`config.mk`:
```
export PLATFORM = sky130hd
export DESIGN_NAME = beat_sequencer_flat
export DESIGN_NICKNAME = d
export VERILOG_FILES = /design/src/rtl/beat_sequencer_pkg.sv /design/src/rtl/beat_sequencer_if.sv /design/src/rtl/beat_sequencer.sv /design/src/flat_wrapper.sv
export SDC_FILE = /design/constraint.sdc
export NUM_CORES = 1
export LEC_CHECK = 0
export ABC_AREA = 1
export BUFFER_PORTS_ARGS = -buffer_cell sky130_fd_sc_hd__buf_2
export CAP_MARGIN = 10
export CORE_MARGIN = 3
export CORE_UTILIZATION = 32
export CTS_CLUSTER_DIAMETER = 120
export CTS_CLUSTER_SIZE = 24
export DETAILED_ROUTE_END_ITERATION = 12
export GPL_TIMING_DRIVEN = 0
export SYNTH_ARGS = -nofsm -noshare
export SYNTH_HDL_FRONTEND = slang
export SYNTH_SLANG_ARGS = --single-unit
```
`constraint.sdc`:
```
create_clock -name clk -period 1.3 [get_ports clk]
set_clock_uncertainty 0.05 [all_clocks]
set_input_delay 0.26 -clock clk [delete_from_list [all_inputs] [get_ports clk]]
set_output_delay 0.26 -clock clk [all_outputs]
set_load 0.01 [all_outputs]
```
`src/rtl/beat_sequencer_pkg.sv`:
```
// Shared timing definitions for the beat sequencer and the control unit that
// consumes its T-state strobes.
package beat_sequencer_pkg;

  localparam int DEF_NUM_T = 6;
  localparam int DEF_MIN_T = 3;
  localparam int DEF_CNT_W = 16;
  localparam int DEF_IDX_W = $clog2(DEF_NUM_T);

  typedef enum logic [1:0] {
    S_IDLE      = 2'd0,
    S_RUN       = 2'd1,
    S_STEP_WAIT = 2'd2,
    S_HALTED    = 2'd3
  } seq_state_e;

  // Early end and halt are honoured only once the fixed fetch beats are done.
  function automatic logic past_fetch(input int beat, input int min_t);
    return beat >= (min_t - 1);
  endfunction

endpackage : beat_sequencer_pkg

```
`src/rtl/beat_sequencer_if.sv`:
```
// Control-unit <-> beat sequencer bundle: run/step/halt requests in, beat
// strobes, status and retired-instruction count out.
interface beat_sequencer_if
  import beat_sequencer_pkg::*;
#(
  parameter int NUM_T = DEF_NUM_T,
  parameter int IDX_W = $clog2(NUM_T),
  parameter int CNT_W = DEF_CNT_W
);

  logic             run_en;
  logic             step_mode;
  logic             step_req;
  logic             end_early;
  logic             halt;
  logic             resume;

  logic [NUM_T-1:0] t;
  logic [IDX_W-1:0] beat_idx;
  logic             cycle_start;
  logic             cycle_end;
  logic             halted;
  logic [CNT_W-1:0] instr_count;

  // Control-unit side.
  modport master (
    output run_en, step_mode, step_req, end_early, halt, resume,
    input  t, beat_idx, cycle_start, cycle_end, halted, instr_count
  );

  // Sequencer side.
  modport slave (
    input  run_en, step_mode, step_req, end_early, halt, resume,
    output t, beat_idx, cycle_start, cycle_end, halted, instr_count
  );

endinterface : beat_sequencer_if

```
`src/rtl/beat_sequencer.sv`:
```
// One-hot T-state generator with variable instruction length, halt/resume,
// single-step and a retired-instruction counter.
module beat_sequencer
  import beat_sequencer_pkg::*;
#(
  parameter int NUM_T = DEF_NUM_T,
  parameter int MIN_T = DEF_MIN_T,
  parameter int IDX_W = $clog2(NUM_T),
  parameter int CNT_W = DEF_CNT_W
) (
  input  logic             clk,
  input  logic             reset,
  beat_sequencer_if.slave  bus
);

  localparam logic [IDX_W-1:0] LAST_BEAT  = IDX_W'(NUM_T - 1);
  localparam logic [NUM_T-1:0] BEAT0_MASK = NUM_T'(1);

  seq_state_e       r_state;
  logic [IDX_W-1:0] r_beat;
  logic [CNT_W-1:0] r_count;
  logic             r_halted;
  logic             r_step_prev;

  seq_state_e       w_state_nxt;
  logic [IDX_W-1:0] w_beat_nxt;
  logic             w_count_inc;

  logic             w_running;
  logic             w_late;
  logic             w_last;
  logic             w_halt_hit;
  logic             w_boundary;
  logic             w_step_rise;

  assign w_running   = (r_state == S_RUN);
  assign w_late      = past_fetch(int'(r_beat), MIN_T);
  assign w_last      = (r_beat == LAST_BEAT);
  assign w_halt_hit  = w_running && bus.halt && w_late;
  assign w_boundary  = w_running && (w_last || (bus.end_early && w_late) || bus.halt && w_late);
  assign w_step_rise = bus.step_req && !r_step_prev;

  // NOTE: every variable gets a default before the case so no path leaves it
  // unassigned; otherwise synthesis infers a latch to hold the old value.
  always_comb begin
    w_state_nxt = r_state;
    w_beat_nxt  = r_beat;
    w_count_inc = 1'b0;

    case (r_state)
      S_IDLE: begin
        if (bus.run_en) begin
          w_state_nxt = bus.step_mode ? S_STEP_WAIT : S_RUN;
        end
      end

      S_RUN: begin
        if (w_boundary) begin
          w_beat_nxt = '0;
          if (w_halt_hit) begin
            w_state_nxt = S_HALTED;
          end else begin
            w_count_inc = 1'b1;
            if (!bus.run_en) begin
              w_state_nxt = S_IDLE;
            end else if (bus.step_mode) begin
              w_state_nxt = S_STEP_WAIT;
            end else begin
              w_state_nxt = S_RUN;
            end
          end
        end else begin
          w_beat_nxt = r_beat + IDX_W'(1);
        end
      end

      S_STEP_WAIT: begin
        if (!bus.run_en) begin
          w_state_nxt = S_IDLE;
        end else if (!bus.step_mode || w_step_rise) begin
          w_state_nxt = S_RUN;
        end
      end

      S_HALTED: begin
        if (bus.resume) begin
          w_state_nxt = S_RUN;
        end
      end

      default: begin
        w_state_nxt = S_IDLE;
        w_beat_nxt  = '0;
      end
    endcase
  end

  // NOTE: state uses non-blocking assignments so every register samples the
  // pre-edge values of its neighbours, independent of statement order.
  always_ff @(posedge clk) begin
    if (reset) begin
      r_state     <= S_IDLE;
      r_beat      <= '0;
      r_count     <= '0;
      r_halted    <= 1'b0;
      r_step_prev <= 1'b0;
    end else begin
      r_state     <= w_state_nxt;
      r_beat      <= w_beat_nxt;
      r_halted    <= (w_state_nxt == S_HALTED);
      r_step_prev <= bus.step_req;
      if (w_count_inc) begin
        r_count <= r_count + CNT_W'(1);
      end
    end
  end

  // r_beat is forced to zero on every exit from RUN, so it reads 0 when idle.
  assign bus.t           = w_running ? (BEAT0_MASK << r_beat) : '0;
  assign bus.beat_idx    = r_beat;
  assign bus.cycle_start = w_running && (r_beat == '0);
  assign bus.cycle_end   = w_boundary;
  assign bus.halted      = r_halted;
  assign bus.instr_count = r_count;

  a_onehot_in_run : assert property (@(posedge clk) disable iff (reset)
    w_running |-> $onehot(bus.t));

  a_zero_outside_run : assert property (@(posedge clk) disable iff (reset)
    !w_running |-> (bus.t == '0));

endmodule : beat_sequencer
```
`src/flat_wrapper.sv`:
```
// flat-port wrapper written by rule: the top's interface ports become plain ports
module beat_sequencer_flat import beat_sequencer_pkg::*;
#(
  parameter int NUM_T = DEF_NUM_T,
  parameter int MIN_T = DEF_MIN_T,
  parameter int IDX_W = $clog2(NUM_T),
  parameter int CNT_W = DEF_CNT_W
)
  (clk, reset, bus_run_en, bus_step_mode, bus_step_req, bus_end_early, bus_halt, bus_resume, bus_t, bus_beat_idx, bus_cycle_start, bus_cycle_end, bus_halted, bus_instr_count);
  beat_sequencer_if #(.NUM_T(NUM_T), .IDX_W(IDX_W), .CNT_W(CNT_W)) bus_i ();
  input  logic clk;
  input  logic reset;
  input wire logic [$bits(bus_i.run_en)-1:0] bus_run_en;
  input wire logic [$bits(bus_i.step_mode)-1:0] bus_step_mode;
  input wire logic [$bits(bus_i.step_req)-1:0] bus_step_req;
  input wire logic [$bits(bus_i.end_early)-1:0] bus_end_early;
  input wire logic [$bits(bus_i.halt)-1:0] bus_halt;
  input wire logic [$bits(bus_i.resume)-1:0] bus_resume;
  output wire logic [$bits(bus_i.t)-1:0] bus_t;
  output wire logic [$bits(bus_i.beat_idx)-1:0] bus_beat_idx;
  output wire logic [$bits(bus_i.cycle_start)-1:0] bus_cycle_start;
  output wire logic [$bits(bus_i.cycle_end)-1:0] bus_cycle_end;
  output wire logic [$bits(bus_i.halted)-1:0] bus_halted;
  output wire logic [$bits(bus_i.instr_count)-1:0] bus_instr_count;
  assign bus_i.run_en = bus_run_en;
  assign bus_i.step_mode = bus_step_mode;
  assign bus_i.step_req = bus_step_req;
  assign bus_i.end_early = bus_end_early;
  assign bus_i.halt = bus_halt;
  assign bus_i.resume = bus_resume;
  assign bus_t = bus_i.t;
  assign bus_beat_idx = bus_i.beat_idx;
  assign bus_cycle_start = bus_i.cycle_start;
  assign bus_cycle_end = bus_i.cycle_end;
  assign bus_halted = bus_i.halted;
  assign bus_instr_count = bus_i.instr_count;
  beat_sequencer #(.NUM_T(NUM_T), .MIN_T(MIN_T), .IDX_W(IDX_W), .CNT_W(CNT_W)) u_core (.clk(clk), .reset(reset), .bus(bus_i));
endmodule
```
==> summary.md, run 1 <==
The highest net fanout along the worst path came out at 5. Share of the synthesized area in the top cell type: 0.327. The number of levels in the clock H-tree is 1, and the fmax is 635 MHz. Final routed wire length divided by cell count: 12.3 um.

Compared with the post-synthesis result, the final layout area differs by 49.2%. The largest stage delay on the critical path was 0.38 ns; the via density per instance was 4.87. The mapped netlist covers 0.00141 mm2. Tracing the worst setup path back leads to its startpoint at u_core.bus.beat_idx[1].

The run gives 0.601 as the worst-case headroom to the max-slew limit. Kind of path behind the tightest hold check: in -> reg. 0 antenna diodes ended up in the layout. For the worst flop-to-flop path, the logic depth is 11. The number of nets handed over by synthesis was 229. The first global-routing pass estimated 6490 um of wire. In this run the register-to-register setup slack is -0.27 ns. The global placement routability congestion was 0.776; the internal power consumption was 0.00109 W.

Relative contribution of combinational cells to total power: 0.205. For this run, design rule violations remaining after detail routing come to 0. Top layer reached by signal wires: met4. The final number of setup-violating endpoints is 29, and the clock transition time at the flip-flop clock pins of the worst setup and hold paths is 0.08 ns.

The tools report the number of global-route vias before repair as 1429. The cell family contributing the most delay on the critical path was flip-flops. After synthesis, the cell types taking the most area are dfxtp_1 (33%), nand2_1 (17%), nor2_1 (8.3%), a21oi_1 (6.4%), inv_1 (5.6%). The starting DRC count in detailed routing is 112. The worst-case clock buffer depth was 2. The share of the clock period used by the worst path was 1.21. The data arrival time of the critical path is 1.26 ns. The power per standard cell area is 716 mW/mm2, and the insertion delay to the later sink of the worst-skew pair is 0.27 ns. Summed over all nets, wire length on met2 after detailed routing comes to 1880 um. Counting both buffers and inverters, the worst setup path holds a total of 4. The die extent in y works out to 72.4 um. In the layout the commonest cells are nand2_1 (52), buf_2 (31), nor2_1 (26).

At the placement stage, the worst setup path has a slack of -0.211 ns. In the final routing, the length of wire on met1 measures 1760 um. The die is 72.4 um wide.

The cell at the root of the clock tree is clkbuf_8. Remaining number of nets flagged by the antenna check after routing: 0. The detailed router placed 1548 vias in this run. The die covers 0.00524 mm2. The cell taking the most area after synthesis was dfxtp_1.

The count of filler cells inserted in the layout is 397. STA classifies the critical path startpoint as a register. For the final worst slack, the log shows -0.275 ns. The floorplan has 23 rows. In this run the critical register-to-register path is launched from u_core.bus.beat_idx[1]. The commonest non-fill, non-tap cell in the layout was nand2_1. The total net switching power was 0.000415 W; the area of all placed cells without fillers was 0.00210 mm2. The sequential element share of the synthesized area was 0.327. The run gives 0.99 ns as the required time reported for the critical path endpoint. The utilization after layout came out at 0.511. The part of the total power dissipated in the clock network was 0.302; the remaining global-route overflow was 0. The routed design uses 214 um of met3 wire. The run gives 0 as the final hold violation count.

The shortest period the worst path allows works out to 1.57 ns. The cell count after synthesis was 215; the number of warnings printed during yosys synthesis was 0. The initial core utilization came out at 0.343. The critical path is of the reg -> out type.

Setup repair after global routing could not meet its margin everywhere. Yosys mapped the design onto 28 distinct sky130hd cell types. The floorplan step defined a core boundary enclosing 0.00412 mm2.

The logs give 283 for the net count reported at finish and 0.00171 mm2 for the post-placement cell area. Buffers inserted to repair hold after CTS numbered 0. The ratio of cells with drive above 1 in the final layout came out at 0.440. The switching share of total power came out at 0.276.

The final reports fail on setup timing. The worst register-to-register path ends at u_core.bus.instr_count[10]. Endpoint type of the worst setup path: an output port. Cell with the largest stage delay on the worst path: dfxtp_4. The critical path goes through inv_4 -> ha_2 -> inv_2 -> nor3_4 -> buf_4 -> buf_6.

36 I/O pins were placed. The logs give 3910 um for the wire length after detailed routing and 6 for the number of detailed-route iterations in the first pass. Pin count of the biggest net entering global routing: 13. Total of buffers placed on input and output ports: 34.

In this run the worst setup path terminates at bus_t[0]. The number of register bits inferred by synthesis is 23, and the number of maximum-capacitance violations is 0. The flow ran to the end, but the final reports show violations. The clock sink total was 23. The detailed placement HPWL is 2560 um, and the slew at the pin closest to its max-slew limit is 0.598 ns. The number of clock buffers added by TritonCTS is 3. IR analysis of the VDD net gives a maximum drop of 0.359 mV. The global router's overall resource usage is 0.154, and the mean post-synth cell area is 6.56 um2.

In this run the number of cells on the critical path is 6. TritonCTS built the clock tree. The portion of total power attributed to sequential cells is 0.493, and the static leakage power is 0.862 nW. The max-slew violation total from the final report was 0; the initial antenna violation count was 0.
## synthesized netlist by cell type, drive strengths merged
cell    count
nand2      66
nor2       34
inv        24
dfxtp      23
a21oi      20
nand3      15
ha          6
nand4       6
buf         4
o21ai       4
nor3        3
clkbuf      2
xnor2       2
a211oi      1
a31oi       1
clkinv      1
o21bai      1
o221ai      1
xor2        1
## power groups by stage
stage	sequential [W]	clock, W	combinational (W)
finish	0.000742	0.000454	0.000309
global route	0.000744	0.000501	0.000340
CTS	0.000741	0.000469	0.000255
detailed placement	0.000761	0	0.000180
global placement	0.000761	0	0.000179
floorplan	0.000761	0	0.000124
## worst min path at each step
stage                                     from                          to  slack [ns]  cells after the start
finish                            bus_step_req          u_core.r_step_prev        0.16                      3
global route                      bus_step_req          u_core.r_step_prev        0.18                      3
CTS                               bus_step_req          u_core.r_step_prev        0.16                      3
detailed placement  u_core.bus.instr_count[15]  u_core.bus.instr_count[15]        0.43                      2
global placement    u_core.bus.instr_count[15]  u_core.bus.instr_count[15]        0.43                      2
floorplan                         bus_step_req          u_core.r_step_prev        0.32                      2
## stage by stage
| stage | setup TNS (ns) | hold slack, ns | cells | power, W |
|---|---|---|---|---|
| final | -6.70 | 0.164 | 318 | 0.00151 |
| after CTS | -6.07 | 0.161 | 315 | 0.00147 |
| after global routing | -9.33 | 0.182 | 318 | 0.00159 |
| after floorplan | -1.45 | 0.317 | 215 | 0.000885 |
| after detailed placement | -4.08 | 0.434 | 299 | 0.000940 |
| after global placement | -4.01 | 0.425 | 299 | 0.000940 |
## flip-flops by register name, indices dropped and copies added (netlist names)
signal,cells
u_core.bus.beat_idx,3
u_core.bus.halted,1
u_core.bus.instr_count,16
u_core.r_state,2
u_core.r_step_prev,1
## layer usage
metal	vias to the layer above	GRT usage
met2	36	0.252
li1	799	-
met5	-	0
met1	707	0.212
met4	0	0.0512
met3	6	0.0166
## timing repair
action	4_1_cts	5_1_grt
cloned	1	0
pin swaps	6	6
setup endpoints to repair	28	30
setup buffers	11	3
hold endpoints to repair	0	0
gates resized for setup	32	30
## cells by family after synthesis
| kind of cell | after synthesis | share of synthesized area |
|---|---|---|
| and+or+nand+nor | 124 | 0.386 |
| DFF | 23 | 0.327 |
| buffers and inverters | 31 | 0.104 |
| adders and majority gates | 6 | 0.0532 |
| AOI/OAI and AO/OA | 28 | 0.112 |
| xor gates and xnor gates | 3 | 0.0186 |
## worst register-to-register path, stage by stage (launching register included)
cell and delay, ns:
dfxtp_4 0.38, inv_4 0.07, ha_4 0.14, nand2_4 0.06, nand2_4 0.07, nand3_4 0.08, buf_12 0.14, nor2_8 0.14
inv_6 0.06, buf_8 0.14, nand2_1 0.05, a21oi_1 0.06
## final cells by class
class | instances | area [um2] | share of cell area
multi-input combinational | 161 | 1010 | 0.482
clock buffer | 4 | 45.0 | 0.0214
tap | 50 | 62.6 | 0.0297
inverter | 25 | 109 | 0.0518
buffer | 6 | 60.1 | 0.0286
sequential | 23 | 477 | 0.227
timing repair buffer | 49 | 337 | 0.160
Power figures use the tool's default switching activity.
==> inputs of run 2 (changes only) <==
- PLACE_DENSITY: unset -> 0.56
==> run 2 against run 1 <==
The run still ends with setup timing left. Highest routed layer unchanged. Sequential share of layout area shrank 0.31 points. Global-route usage is 0.61 points lower. Setup slack worse by 0.036 ns. Sequential power hardly changed.
==> summary.md, run 2 (synthesis results as in run 1) <==
The run finished, with violations left. The final reports fail on setup timing. The run gives 3920 um (+0.15%) as the wire length after detailed routing.

The tightest min-delay check is of the in -> reg type. The number of levels in the clock H-tree came out at 1 (unchanged). Highest net fanout along the worst path: 5 (unchanged).

The worst hold path begins at bus_step_req. The number of non-filler instances in the completed layout was 319 (+0.31%). The kind of start point of the critical path was a register. The final worst slack is -0.311 ns (-0.0356 ns). The initial core utilization is 0.343 (unchanged). The required time reported for the critical path endpoint came out at 1.38 ns (+0.39 ns). Compared with the post-synthesis result, the final layout area differs by 51.2%.

The final number of setup-violating endpoints is 29 (unchanged). The insertion delay to the later sink of the worst-skew pair was 0.27 ns (about the same); the slew at the pin closest to its max-slew limit was 0.584 ns (-0.0140 ns). The count of filler cells inserted in the layout was 431 (+8.6%); the number of detailed-route iterations in the first pass was 4 (-2).

In the layout the commonest cells are nand2_1 (51), buf_2 (31), nor2_1 (26). Power per standard cell area: 697 mW/mm2 (-2.6%). The library cell appearing most often on the critical path is nand2_4. For the remaining global-route overflow, the log shows 0 (unchanged). The library cell used most frequently in the layout, excluding fill and tap cells, is nand2_1.

The global placement routability congestion came out at 0.790 (+1.9%). The run gives 6310 um (-2.8%) as the wire length of the first global-routing pass. The starting DRC count in detailed routing came out at 60 (-46%). The pin count of the biggest net entering global routing came out at 13 (unchanged). The net count reported at finish came out at 284 (+0.35%). The logs give 2 (unchanged) for the worst-case clock buffer depth and 3 (unchanged) for the CTS buffer count.

The run gives 0.00149 W (-1.3%) as the total power. The share of the clock period used by the worst path is 1.24 (+0.0274), and the final hold violation count is 0 (unchanged). For the data arrival time of the critical path, the log shows 1.69 ns (+0.43 ns).

The clock sink total is 23 (unchanged). Worst-case headroom to the max-slew limit: 0.610 (+0.00932). The critical setup path kind was reg -> reg. Number of primary I/O pins: 36 (unchanged). The tools report the number of maximum-capacitance violations as 0 (unchanged). The tools report the remaining number of nets flagged by the antenna check after routing as 0 (unchanged).

The largest stage delay on the critical path was 0.38 ns (about the same). Count of cells along the worst hold path: 3 (unchanged). The slowest stage of the critical path is the dfxtp_4 cell. The cell at the root of the clock tree was clkbuf_8.

The shortest period the worst path allows was 1.61 ns (+0.0356 ns). The final routed wire length divided by cell count was 12.3 um (-0.16%). Setup repair after global routing could not meet its margin everywhere. The ratio of cells with drive above 1 in the final layout is 0.439 (-0.00164). The maximum vdd drop came out at 0.358 mV (about the same).

The signal on the critical path passes through inv_4 -> ha_4 -> nand2_4 -> nand2_4 -> nand3_4 -> buf_12 -> nor2_8 -> inv_6 -> clkbuf_16 -> nand2_2 -> a21oi_2. The final total negative setup slack was -7.08 ns (-0.387 ns). The global router's overall resource usage is 0.148 (-0.00605). The tools report the fmax as 621 MHz (-2.2%).

The detailed-route via count was 1533 (-0.97%); the depth of the most critical reg-to-reg path was 11 (unchanged). The run gives 0.518 (+0.00699) as the utilization after layout. The overall die width works out to 72.4 um (unchanged). The max-slew violation total from the final report is 0 (unchanged).

The tools report the start point of the critical path as u_core.bus.beat_idx[1]. The number of placement rows came out at 23 (unchanged). Launch point of the worst reg-to-reg path: u_core.bus.beat_idx[1]. The endpoint of the lowest-slack register-to-register path is u_core.bus.instr_count[9]. The sink of the worst hold path is u_core.r_step_prev. The static leakage power was 0.877 nW (+1.7%); the initial antenna violation count was 0 (unchanged). TritonCTS built the clock tree. The area of the die is 0.00524 mm2 (unchanged), and the pre-CTS worst setup slack is -0.217 ns (-0.00553 ns). The number of flip-flops in the largest register works out to 16 (unchanged).

The total of buffers placed on input and output ports is 34 (unchanged). The number of global-route vias before repair is 1416 (-0.91%), and the clock transition time at the flip-flop clock pins of the worst setup and hold paths is 0.08 ns (about the same). The number of antenna diodes came out at 0 (unchanged). The worst setup path is captured at a register. The die extent in y is 72.4 um (unchanged), and the DRC violation count after routing is 0 (unchanged). Flop-to-flop setup slack: -0.31 ns (-0.04 ns). The via density per instance came out at 4.81 (-1.3%). The logs give 0 (unchanged) for the hold-fix buffer count after cts and 0.00412 mm2 (unchanged) for the area inside the core boundary. The detailed placement HPWL was 2560 um (+0.26%).

The run gives 299 (unchanged) as the cell count after placement.
[run 2: layout make-up]
type / count / area [um2] / share of cell area
Multi-Input combinational cell: 161 / 1020 / 0.478
Clock buffer: 4 / 45.0 / 0.0211
Tap cell: 50 / 62.6 / 0.0293
Timing Repair Buffer: 50 / 362 / 0.170
Inverter: 25 / 111 / 0.0522
Buffer: 6 / 56.3 / 0.0264
Sequential cell: 23 / 477 / 0.224
[run 2: worst max path at each step]
stage	endpoint	slack [ns]
final	u_core.bus.instr_count[9]	-0.31
after global routing	u_core.bus.instr_count[15]	-0.39
after CTS	bus_t[0]	-0.27
after detailed placement	u_core.bus.instr_count[10]	-0.22
after global placement	u_core.bus.instr_count[4]	-0.19
after floorplan	u_core.bus.instr_count[4]	-0.09
[run 2: metal layers]
| metal | track usage | wire length (um) |
|---|---|---|
| met5 | 0 | 0 |
| met4 | 0.0328 | 33 |
| met3 | 0.0194 | 126 |
| met2 | 0.244 | 1830 |
| met1 | 0.207 | 1930 |
[run 2: power by group]
part	leakage (nW)	internal [W]	switching, W
combinational	0.664	0.000134	0.000149
clock	0.0228	0.000219	0.000240
sequential	0.190	0.000722	0.0000206
[run 2: stage by stage]
step,cell area (um2),hold slack [ns]
finish,2130,0.159
global route,2130,0.168
CTS,1930,0.157
detailed placement,1710,0.432
global placement,1710,0.427
floorplan,1480,0.317
[run 2: worst max-delay path: cells and delay by family, from the launching register on]
family	cells	cell delay, ns
fa+ha+maj	1	0.14
simple gates	5	0.43
buf+inv	4	0.43
flops	1	0.38
compound gates	1	0.05
[run 2: timing repair]
item,in CTS,in global routing
endpoints found under the setup margin,28,30
buffers inserted,11,3
pin swaps,7,7
gates resized for setup,22,41
gates cloned,1,1
